File: config.mk
export PLATFORM = sky130hd
export DESIGN_NAME = drive_cmd_scheduler_flat
export DESIGN_NICKNAME = d
export VERILOG_FILES = /design/src/rtl/drive_cmd_pkg.sv /design/src/rtl/drive_cmd_scheduler_if.sv /design/src/rtl/phase_timer.sv /design/src/rtl/drive_cmd_scheduler.sv /design/src/flat_wrapper.sv
export SDC_FILE = /design/constraint.sdc
export NUM_CORES = 1
export LEC_CHECK = 0
export CAP_MARGIN = 20
export CORE_MARGIN = 2
export CORE_UTILIZATION = 33
export CTS_CLUSTER_DIAMETER = 200
export DETAILED_ROUTE_END_ITERATION = 7
export GPL_TIMING_DRIVEN = 0
export SKIP_CTS_REPAIR_TIMING = 1
export SLEW_MARGIN = 20
export SYNTH_ARGS = -nofsm -noshare
export SYNTH_HDL_FRONTEND = slang
export SYNTH_HIERARCHICAL = 1
export SYNTH_SLANG_ARGS = --single-unit
File: constraint.sdc
create_clock -name sys_clk -period 10.4 [get_ports sys_clk]
set_clock_uncertainty 0.15 [all_clocks]
set_input_delay 3.12 -clock sys_clk [delete_from_list [all_inputs] [get_ports sys_clk]]
set_output_delay 3.12 -clock sys_clk [all_outputs]
set_load 0.01 [all_outputs]
File: src/rtl/drive_cmd_pkg.sv
// Shared opcodes, FSM encodings and command-field bit positions for the
// motion command scheduler and the UART frame packer.
package drive_cmd_pkg;

  localparam logic [2:0] OP_STOP    = 3'd0;
  localparam logic [2:0] OP_FWD     = 3'd1;
  localparam logic [2:0] OP_TURN_L  = 3'd2;
  localparam logic [2:0] OP_TURN_R  = 3'd3;
  localparam logic [2:0] OP_UTURN   = 3'd4;
  localparam logic [2:0] OP_PLACE   = 3'd5;
  localparam logic [2:0] OP_DESTROY = 3'd6;
  localparam logic [2:0] OP_RSVD    = 3'd7;

  typedef enum logic [1:0] {
    ST_IDLE = 2'd0,
    ST_PRE  = 2'd1,
    ST_EXEC = 2'd2,
    ST_POST = 2'd3
  } state_t;

  localparam int BIT_FWD     = 0;
  localparam int BIT_BACK    = 1;
  localparam int BIT_LEFT    = 2;
  localparam int BIT_RIGHT   = 3;
  localparam int BIT_PLACE   = 4;
  localparam int BIT_DESTROY = 5;

  function automatic logic [5:0] op_pattern(input logic [2:0] op);
    logic [5:0] p;
    p = '0;
    case (op)
      OP_FWD:     p[BIT_FWD]     = 1'b1;
      OP_TURN_L:  p[BIT_LEFT]    = 1'b1;
      OP_TURN_R:  p[BIT_RIGHT]   = 1'b1;
      OP_UTURN:   p[BIT_LEFT]    = 1'b1;
      OP_PLACE:   p[BIT_PLACE]   = 1'b1;
      OP_DESTROY: p[BIT_DESTROY] = 1'b1;
      default:    p = '0;
    endcase
    return p;
  endfunction

endpackage

File: src/rtl/drive_cmd_scheduler_if.sv
// Auto-driving requester handshake: opcode in, ready/done/abort back.
interface drive_cmd_scheduler_if;
  logic       cmd_valid;
  logic [2:0] cmd_op;
  logic       cmd_ready;
  logic       cmd_done;
  logic       cmd_abort;

  modport master (output cmd_valid, output cmd_op,
                  input cmd_ready, input cmd_done, input cmd_abort);
  modport slave  (input cmd_valid, input cmd_op,
                  output cmd_ready, output cmd_done, output cmd_abort);
endinterface

File: src/rtl/phase_timer.sv
// Phase timer: counts ms ticks since the last clear and pulses expire on the
// tick that completes the requested duration (a duration of 0 acts as 1).
module phase_timer #(
  parameter int CNT_W = 16
) (
  input  logic             sys_clk,
  input  logic             rst,
  input  logic             clear,
  input  logic             tick,
  input  logic [CNT_W-1:0] duration,
  output logic             expire
);

  logic [CNT_W-1:0] cnt;
  logic [CNT_W-1:0] last;

  assign last   = (duration == '0) ? '0 : duration - CNT_W'(1);
  // clear is held during the phase-entry cycle, so a tick there is not counted
  assign expire = tick & ~clear & (cnt == last);

  always_ff @(posedge sys_clk or negedge rst) begin
    if (!rst)       cnt <= '0;
    else if (clear) cnt <= '0;
    else if (tick)  cnt <= cnt + CNT_W'(1);
  end

endmodule

File: src/rtl/drive_cmd_scheduler.sv
// Motion command field owner: manual passthrough or timed auto manoeuvres
// sequenced as pre-stop / execute / post-stop with a front-detector abort.
//
// state | meaning
// IDLE  | no manoeuvre; manual passthrough or zero field, ready in auto mode
// PRE   | stopped for STOP_MS before the manoeuvre
// EXEC  | op pattern driven for the op duration
// POST  | stopped for STOP_MS after the manoeuvre (or after a safety abort)
module drive_cmd_scheduler
  import drive_cmd_pkg::*;
#(
  parameter int TURN_MS  = 900,
  parameter int UTURN_MS = 1800,
  parameter int FWD_MS   = 300,
  parameter int STOP_MS  = 100,
  parameter int PULSE_MS = 50,
  parameter int CNT_W    = 16
) (
  input  logic                  sys_clk,
  input  logic                  rst,
  input  logic                  tick_ms,
  input  logic                  mode_auto,
  input  logic [5:0]            man_cmd,
  drive_cmd_scheduler_if.slave  cmd_bus,
  input  logic                  front_det,
  output logic [5:0]            drive_out,
  output logic                  busy,
  output logic [1:0]            state_o
);

  state_t           state, state_nxt;
  logic [2:0]       op_q;
  logic             entry_q;
  logic             front_abort_q;
  logic [CNT_W-1:0] dur;
  logic             expire;
  logic             accept, mode_drop, front_hit;
  logic [5:0]       drive_nxt;
  logic             done_nxt, abort_nxt;

  assign cmd_bus.cmd_ready = mode_auto & (state == ST_IDLE);
  assign busy      = (state != ST_IDLE);
  assign state_o   = state;
  assign accept    = cmd_bus.cmd_valid & cmd_bus.cmd_ready;
  assign mode_drop = ~mode_auto & (state != ST_IDLE);
  assign front_hit = (state == ST_EXEC) & (op_q == OP_FWD) & front_det;

  always_comb begin
    dur = CNT_W'(STOP_MS);
    if (state == ST_EXEC) begin
      case (op_q)
        OP_STOP:              dur = CNT_W'(STOP_MS);
        OP_FWD:               dur = CNT_W'(FWD_MS);
        OP_TURN_L, OP_TURN_R: dur = CNT_W'(TURN_MS);
        OP_UTURN:             dur = CNT_W'(UTURN_MS);
        OP_PLACE, OP_DESTROY: dur = CNT_W'(PULSE_MS);
        default:              dur = '0;
      endcase
    end
  end

  phase_timer #(.CNT_W(CNT_W)) u_timer (
    .sys_clk  (sys_clk),
    .rst      (rst),
    .clear    (entry_q),
    .tick     (tick_ms),
    .duration (dur),
    .expire   (expire)
  );

  always_ff @(posedge sys_clk or negedge rst) begin
    if (!rst) begin
      state         <= ST_IDLE;
      op_q          <= OP_STOP;
      entry_q       <= 1'b0;
      front_abort_q <= 1'b0;
    end else begin
      state   <= state_nxt;
      entry_q <= (state_nxt != state);
      if (accept) begin
        op_q          <= cmd_bus.cmd_op;
        front_abort_q <= 1'b0;
      end else if (front_hit && !mode_drop) begin
        front_abort_q <= 1'b1;
      end
    end
  end

  // Priority in every busy state: mode drop, then safety abort, then phase end
  always_comb begin
    state_nxt = state;
    case (state)
      ST_IDLE: if (accept && cmd_bus.cmd_op != OP_RSVD) state_nxt = ST_PRE;
      ST_PRE:  if (mode_drop) state_nxt = ST_IDLE;
               else if (expire) state_nxt = ST_EXEC;
      ST_EXEC: if (mode_drop) state_nxt = ST_IDLE;
               else if (front_hit || expire) state_nxt = ST_POST;
      ST_POST: if (mode_drop) state_nxt = ST_IDLE;
               else if (expire) state_nxt = ST_IDLE;
      default: state_nxt = ST_IDLE;
    endcase
  end

  always_comb begin
    drive_nxt = '0;
    if (!mode_auto)                drive_nxt = man_cmd;
    else if (state_nxt == ST_EXEC) drive_nxt = op_pattern(op_q);
    done_nxt  = ((state == ST_POST) & expire & ~mode_drop & ~front_abort_q)
              | (accept & (cmd_bus.cmd_op == OP_RSVD));
    abort_nxt = mode_drop | front_hit;
  end

  always_ff @(posedge sys_clk or negedge rst) begin
    if (!rst) begin
      drive_out         <= '0;
      cmd_bus.cmd_done  <= 1'b0;
      cmd_bus.cmd_abort <= 1'b0;
    end else begin
      drive_out         <= drive_nxt;
      cmd_bus.cmd_done  <= done_nxt;
      cmd_bus.cmd_abort <= abort_nxt;
    end
  end

endmodule

File: src/flat_wrapper.sv
// flat-port wrapper written by rule: the top's interface ports become plain ports
module drive_cmd_scheduler_flat import drive_cmd_pkg::*;
#(
  parameter int TURN_MS  = 900,
  parameter int UTURN_MS = 1800,
  parameter int FWD_MS   = 300,
  parameter int STOP_MS  = 100,
  parameter int PULSE_MS = 50,
  parameter int CNT_W    = 16
)
  (sys_clk, rst, tick_ms, mode_auto, man_cmd, front_det, drive_out, busy, state_o, cmd_bus_cmd_valid, cmd_bus_cmd_op, cmd_bus_cmd_ready, cmd_bus_cmd_done, cmd_bus_cmd_abort);
  drive_cmd_scheduler_if cmd_bus_i ();
  input  logic sys_clk;
  input  logic rst;
  input  logic tick_ms;
  input  logic mode_auto;
  input  logic [5:0] man_cmd;
  input  logic front_det;
  output logic [5:0] drive_out;
  output logic busy;
  output logic [1:0] state_o;
  input wire logic [$bits(cmd_bus_i.cmd_valid)-1:0] cmd_bus_cmd_valid;
  input wire logic [$bits(cmd_bus_i.cmd_op)-1:0] cmd_bus_cmd_op;
  output wire logic [$bits(cmd_bus_i.cmd_ready)-1:0] cmd_bus_cmd_ready;
  output wire logic [$bits(cmd_bus_i.cmd_done)-1:0] cmd_bus_cmd_done;
  output wire logic [$bits(cmd_bus_i.cmd_abort)-1:0] cmd_bus_cmd_abort;
  assign cmd_bus_i.cmd_valid = cmd_bus_cmd_valid;
  assign cmd_bus_i.cmd_op = cmd_bus_cmd_op;
  assign cmd_bus_cmd_ready = cmd_bus_i.cmd_ready;
  assign cmd_bus_cmd_done = cmd_bus_i.cmd_done;
  assign cmd_bus_cmd_abort = cmd_bus_i.cmd_abort;
  drive_cmd_scheduler #(.TURN_MS(TURN_MS), .UTURN_MS(UTURN_MS), .FWD_MS(FWD_MS), .STOP_MS(STOP_MS), .PULSE_MS(PULSE_MS), .CNT_W(CNT_W)) u_core (.sys_clk(sys_clk), .rst(rst), .tick_ms(tick_ms), .mode_auto(mode_auto), .man_cmd(man_cmd), .cmd_bus(cmd_bus_i), .front_det(front_det), .drive_out(drive_out), .busy(busy), .state_o(state_o));
endmodule
# After elaboration in Yosys (flattened, before gate mapping)
# Cells that the tools add are included.
totals:
  output_inout_bits: 12
  register_bits: 31
  inputBits: 15
  elab_cells: 76
classes:
  reduce_logical: 13
  bitwise: 17
  add_sub_neg: 2
  n_mux: 22
  n_eq_ne: 14
ops:
  columns: ["cell", "count"]
  rows:
  - ["11-bit one-hot mux with 5 select lines", 1]
  - ["16-bit 2-to-1 mux", 3]
  - ["16-bit by 1-bit adder with 16-bit output (second input constant)", 1]
  - ["16-bit equality test", 1]
  - ["16-bit zero test", 1]
  - ["16-bit by 1-bit subtractor with 16-bit output (second input constant)", 1]
  - ["2-bit 2-to-1 mux", 7]
  - ["3-bit equality test (second input constant)", 4]
  - ["6-bit 2-to-1 mux", 2]
  - ["1-bit AND", 11]
  - ["11-bit 2-to-1 mux", 1]
  - ["2-bit one-hot mux with 4 select lines", 1]
  - ["1-bit 2-to-1 mux", 7]
  - ["2-bit equality test (second input constant)", 3]
  - ["3-bit by 2-bit equality test with 1-bit output (second input constant)", 2]
  - ["2-bit nonzero test", 3]
  - ["2-bit OR reduction", 3]
  - ["1-bit NOT", 4]
  - ["3-bit by 1-bit equality test with 1-bit output (second input constant)", 1]
  - ["3-bit zero test", 1]
  - ["3-bit inequality test (second input constant)", 1]
  - ["2-bit by 1-bit equality test with 1-bit output (second input constant)", 1]
  - ["1-bit logical AND", 2]
  - ["2-bit zero test", 1]
  - ["4 further kinds", 5]

# Logic depth before layout (Yosys ltp)
# Gate-level depths: netlist of the first run.
logic_depth:
  word_depth: 15
  depth_mapped: 17

# Modules after synthesis
# Netlist of the first run, hierarchy kept.
modules_own_cells:
  columns: ["mod", "cells_per_inst", "seq_area_each_um2", "n_inst", "area_each_um2"]
  rows:
  - ["phase_timer", 184, 400.4, 1, 1507.7]
  - ["drive_cmd_scheduler", 89, 375.4, 1, 850.8]

# Worst setup path after synthesis of the first run
# Ideal clock, no wire load.
synth_timing:
  path_type: "in2out"
  start: "in mode_auto"
  end: "out cmd_bus_cmd_ready"
  required_time_ns: 7.130
  n_path_buf: 1
  stages: 3
  setup_slack_ns: 3.560
  arrival_ns: 3.570
  path_cell_list: "inv_1 clkbuf_1 nor2_1"
synth_via:
  elab_chain_len: 1
synth_rtl:
  columns: ["element", "line_no", "source"]
  rows:
  - ["from (decl)", "flat_wrapper.sv:16", "input logic mode_auto;"]
  - ["1-bit AND", "drive_cmd_scheduler.sv:41", "assign cmd_bus.cmd_ready = mode_auto & (state == ST_IDLE);"]
  - ["to (decl)", "flat_wrapper.sv:24", "output wire logic [$bits(cmd_bus_i.cmd_ready)-1:0] cmd_bus_cmd_ready;"]
# No other way between the ends.

# Worst setup path after layout of the first run
# Same ends and word-level chain as after synthesis.

==> flow_metrics.env, run 1 <==
export IMPL_cp_arrival_ps=4620
export IMPL_layout_nets=350
export IMPL_crit_end="cmd_bus_cmd_ready"
export IMPL_synthFlopType="dfrtp_1"
export IMPL_maxSlewViolCount=0
export IMPL_fillers=689
export IMPL_numCtsBuffers=5
export IMPL_yosysSeqAreaShare_pct=32.9
export IMPL_power_leakage_nw=1.20
export IMPL_r2r_end="u_core/drive_out[2]"
export IMPL_via_count=2048
export IMPL_dp_hpwl_um=4230
export IMPL_routed_via_density=4.76
export IMPL_area_growth_pct=24.9
export IMPL_initial_utilization_pct=34.3
export IMPL_crit_top_cell="clkdlybuf4s50_1"
export IMPL_final_seq_area_sq_um=776
export IMPL_track_usage_pct=15.5
export IMPL_gp_congestion=0.837
export IMPL_rrSetupSlack_ps=5540
export IMPL_max_cap_violations=0
export IMPL_antenna_found_initial=0
export IMPL_setup_viol=0
export IMPL_slowest_stage="clkdlybuf4s50_1"
export IMPL_grt_pass1_wl_um=9350
export IMPL_ant_nets=0
export IMPL_r2r_start="u_core/state_o[1]"
export IMPL_clockRootBuffer="clkbuf_8"
export IMPL_ir_worst_vdd_mv=0.0992
export IMPL_synth_edf_count=0
export IMPL_core_sq_um=6870
export IMPL_fp_dieH_um=88.5
export IMPL_synth_compound_area_share_pct=15.9
export IMPL_critical_path_buf_inv_count=4
export IMPL_rsz0062_at_grt="false"
export IMPL_io_buffers=25
export IMPL_pin_count=27
export IMPL_worstSkewPairLatency_ps=280
export IMPL_antenna_cells=0
export IMPL_netlist_area_sq_um=2360
export IMPL_cp_startpoint="mode_auto"
export IMPL_final_core_util_pct=42.9
export IMPL_yosys_area_share_simple_pct=29.5
export IMPL_layout_cells_non_filler=430
export IMPL_hp_class="register to register"
export IMPL_ys_seq_elements=31
export IMPL_grt_max_degree=29
export IMPL_clk_pin_slew_worst_paths_ps=70
export IMPL_post_route_drc_count=0
export IMPL_async_reset_ff_share_pct=100
export IMPL_wire_per_inst_um=12.8
export IMPL_synthCells=273
export IMPL_finalSetupTns_ps=0
export IMPL_crit_cells=5
export IMPL_first_global_vias=1942
export IMPL_max_stage_delay_ps=540
export IMPL_pre_cts_ws_ps=2500
export IMPL_min_period_ps=7890
export IMPL_fin_crit_sh_pct=75.9
export IMPL_dr_pass1_iters=4
export IMPL_slew_headroom_pct=40.4
export IMPL_synthMuxAreaShare_pct=2.71
export IMPL_row_count=30
export IMPL_cp_start_kind="primary input"
export IMPL_synth_xor_area_share_pct=12.3
export IMPL_worstPathRequired_ps=7130
export IMPL_tightest_slew_ps=887
export IMPL_crit_type="primary input to primary output"
export IMPL_power_density_nw_per_um2=124
export IMPL_initialDrtViolationCount=113
export IMPL_synth_yosys_warnings=6
export IMPL_htree_levels=2
export IMPL_status="completed"
export IMPL_reg2reg_depth=16
export IMPL_clock_sinks=31
export IMPL_crit_chain="clkdlybuf4s50_1, inv_1, clkbuf_1, nor2_1, clkdlybuf4s50_1"
export IMPL_syn_avg_cell_area_sq_um=8.64
export IMPL_max_freq_mhz=127
export IMPL_synth_fa_ha_area_share_pct=1.06
export IMPL_crit_path_end_kind="primary output"
export IMPL_multiInputGateArea_sq_um=1550
export IMPL_routed_wl_um=5520
export IMPL_tritoncts="yes"
export IMPL_synth_top_family_by_area="simple AND/OR/NAND/NOR gates"
export IMPL_grt_overflow=0
export IMPL_yosysUniqueCellTypes=62
export IMPL_place_inst=422
export IMPL_hold_viol=0
export IMPL_clockBufferDepth=2
export IMPL_die_w_um=88.5
export IMPL_cp_top_family="buffers and inverters"
export IMPL_layout_drive_gt1_share_pct=10.5
export IMPL_dieArea_sq_um=7840
export IMPL_fin_ws_ps=2510
export IMPL_cp_max_fo=10
export IMPL_hold_worst_slack_ps=350
[stage by stage]
step	total power (W)	cell area, sq um
floorplan	0.000222	2460
global placement	0.000257	2830
detailed placement	0.000260	2850
CTS	0.000367	2950
global route	0.000386	2950
finish	0.000365	2950
[cell usage after synthesis, types with 3 or more instances]
cell,n,area [sq um]
nor2_1,39,146
dfrtp_1,31,776
xor2_1,22,193
nand2_1,17,63.8
a21oi_1,14,70.1
nand3_1,13,65.1
inv_1,12,45.0
xnor2_1,11,96.3
nand4_1,8,50.1
o21ai_0,8,40.0
buf_2,5,25.0
clkbuf_1,5,18.8
nand2b_1,5,31.3
nor3_1,5,25.0
a22o_1,4,35.0
nand3b_1,4,30.0
a31oi_1,3,18.8
and4_1,3,26.3
mux2_2,3,33.8
mux2i_1,3,30.0
nor2b_1,3,18.8
nor4b_1,3,26.3
or3_1,3,18.8
[sequential cells by signal, indices dropped and copies added, names as in the netlist]
name and count:
u_core/cmd_bus.cmd_abort 1, u_core/cmd_bus.cmd_done 1, u_core/drive_out 6, u_core/entry_q 1
u_core/front_abort_q 1, u_core/op_q 3, u_core/state_o 2, u_core/u_timer/cnt 16
[placed cells by master, fill, tap and decap left out, types with 4 or more instances in the layout]
cell type	instances
nand3b_1	4
clkbuf_8	7
a21oi_1	14
conb_1	28
a22o_1	4
xor2_1	22
inv_1	12
xnor2_1	11
clkdlybuf4s50_1	24
o21ai_0	8
buf_2	6
nor2_1	39
nor3_1	5
clkbuf_1	6
nand3_1	13
dfrtp_1	31
nand2_1	17
nand4_1	8
nand2b_1	5
[where the power goes]
group	leakage (nW)	switching (W)	internal [W]
Sequential	0.413	0.0000151	0.000133
Clock	0.0515	0.0000460	0.0000604
Combinational	0.732	0.0000592	0.0000504
[layer usage]
layer	vias up	global-route usage, %	wire length (um)
li1	1067	-	-
met1	954	21.7	2870
met2	20	23.6	2400
met3	7	2.71	121
met4	0	6.20	122
met5	-	0	0
[worst min path at each step]
stage,start,to,slack [ps],cells past startpoint
6_report,u_core/front_abort_q,u_core/cmd_bus.cmd_done,350,1
5_1_grt,u_core/front_abort_q,u_core/cmd_bus.cmd_done,360,1
4_1_cts,u_core/front_abort_q,u_core/cmd_bus.cmd_done,340,1
3_5_place_dp,u_core/front_abort_q,u_core/cmd_bus.cmd_done,330,1
3_3_place_gp,u_core/front_abort_q,u_core/cmd_bus.cmd_done,330,1
2_1_floorplan,u_core/front_abort_q,u_core/cmd_bus.cmd_done,300,1
[layout make-up]
class / instances / share of cell area (%)
well taps: 96 / 4.08
repair buffers: 26 / 9.01
multi-input cells: 242 / 52.7
inverters: 12 / 1.53
plain buffers: 15 / 2.93
clock buffers: 8 / 3.40
flip-flops and latches: 31 / 26.3
[logic make-up (layout without fill, tap and decap cells)]
group                      count (synthesis)  count (layout)
adders and majority gates                  2               2
muxes                                      6               6
other                                      1              28
and+or+nand+nor                          121             121
xor gates and xnor gates                  33              33
DFF                                       31              31
buffers and inverters                     27              61
AOI/OAI and AO/OA                         52              52
Power figures use the tool's default switching activity.
==> inputs of run 2 (changes only) <==
==> constraint.sdc (replaced) <==
create_clock -name sys_clk -period 6.9 [get_ports sys_clk]
set_clock_uncertainty 0.15 [all_clocks]
set_input_delay 2.07 -clock sys_clk [delete_from_list [all_inputs] [get_ports sys_clk]]
set_output_delay 2.07 -clock sys_clk [all_outputs]
set_load 0.01 [all_outputs]
==> results of run 2 <==
Same layout as run 1 (identical final DEF). Status: completed.
Main changes from that run: setup slack after placement 2500 ps -> 1100 ps; setup slack after layout 2510 ps -> 1110 ps; register-to-register setup slack 5540 ps -> 2040 ps; total power 0.000365 W -> 0.000549 W; worst IR drop on VDD 0.0992 mV -> 0.150 mV
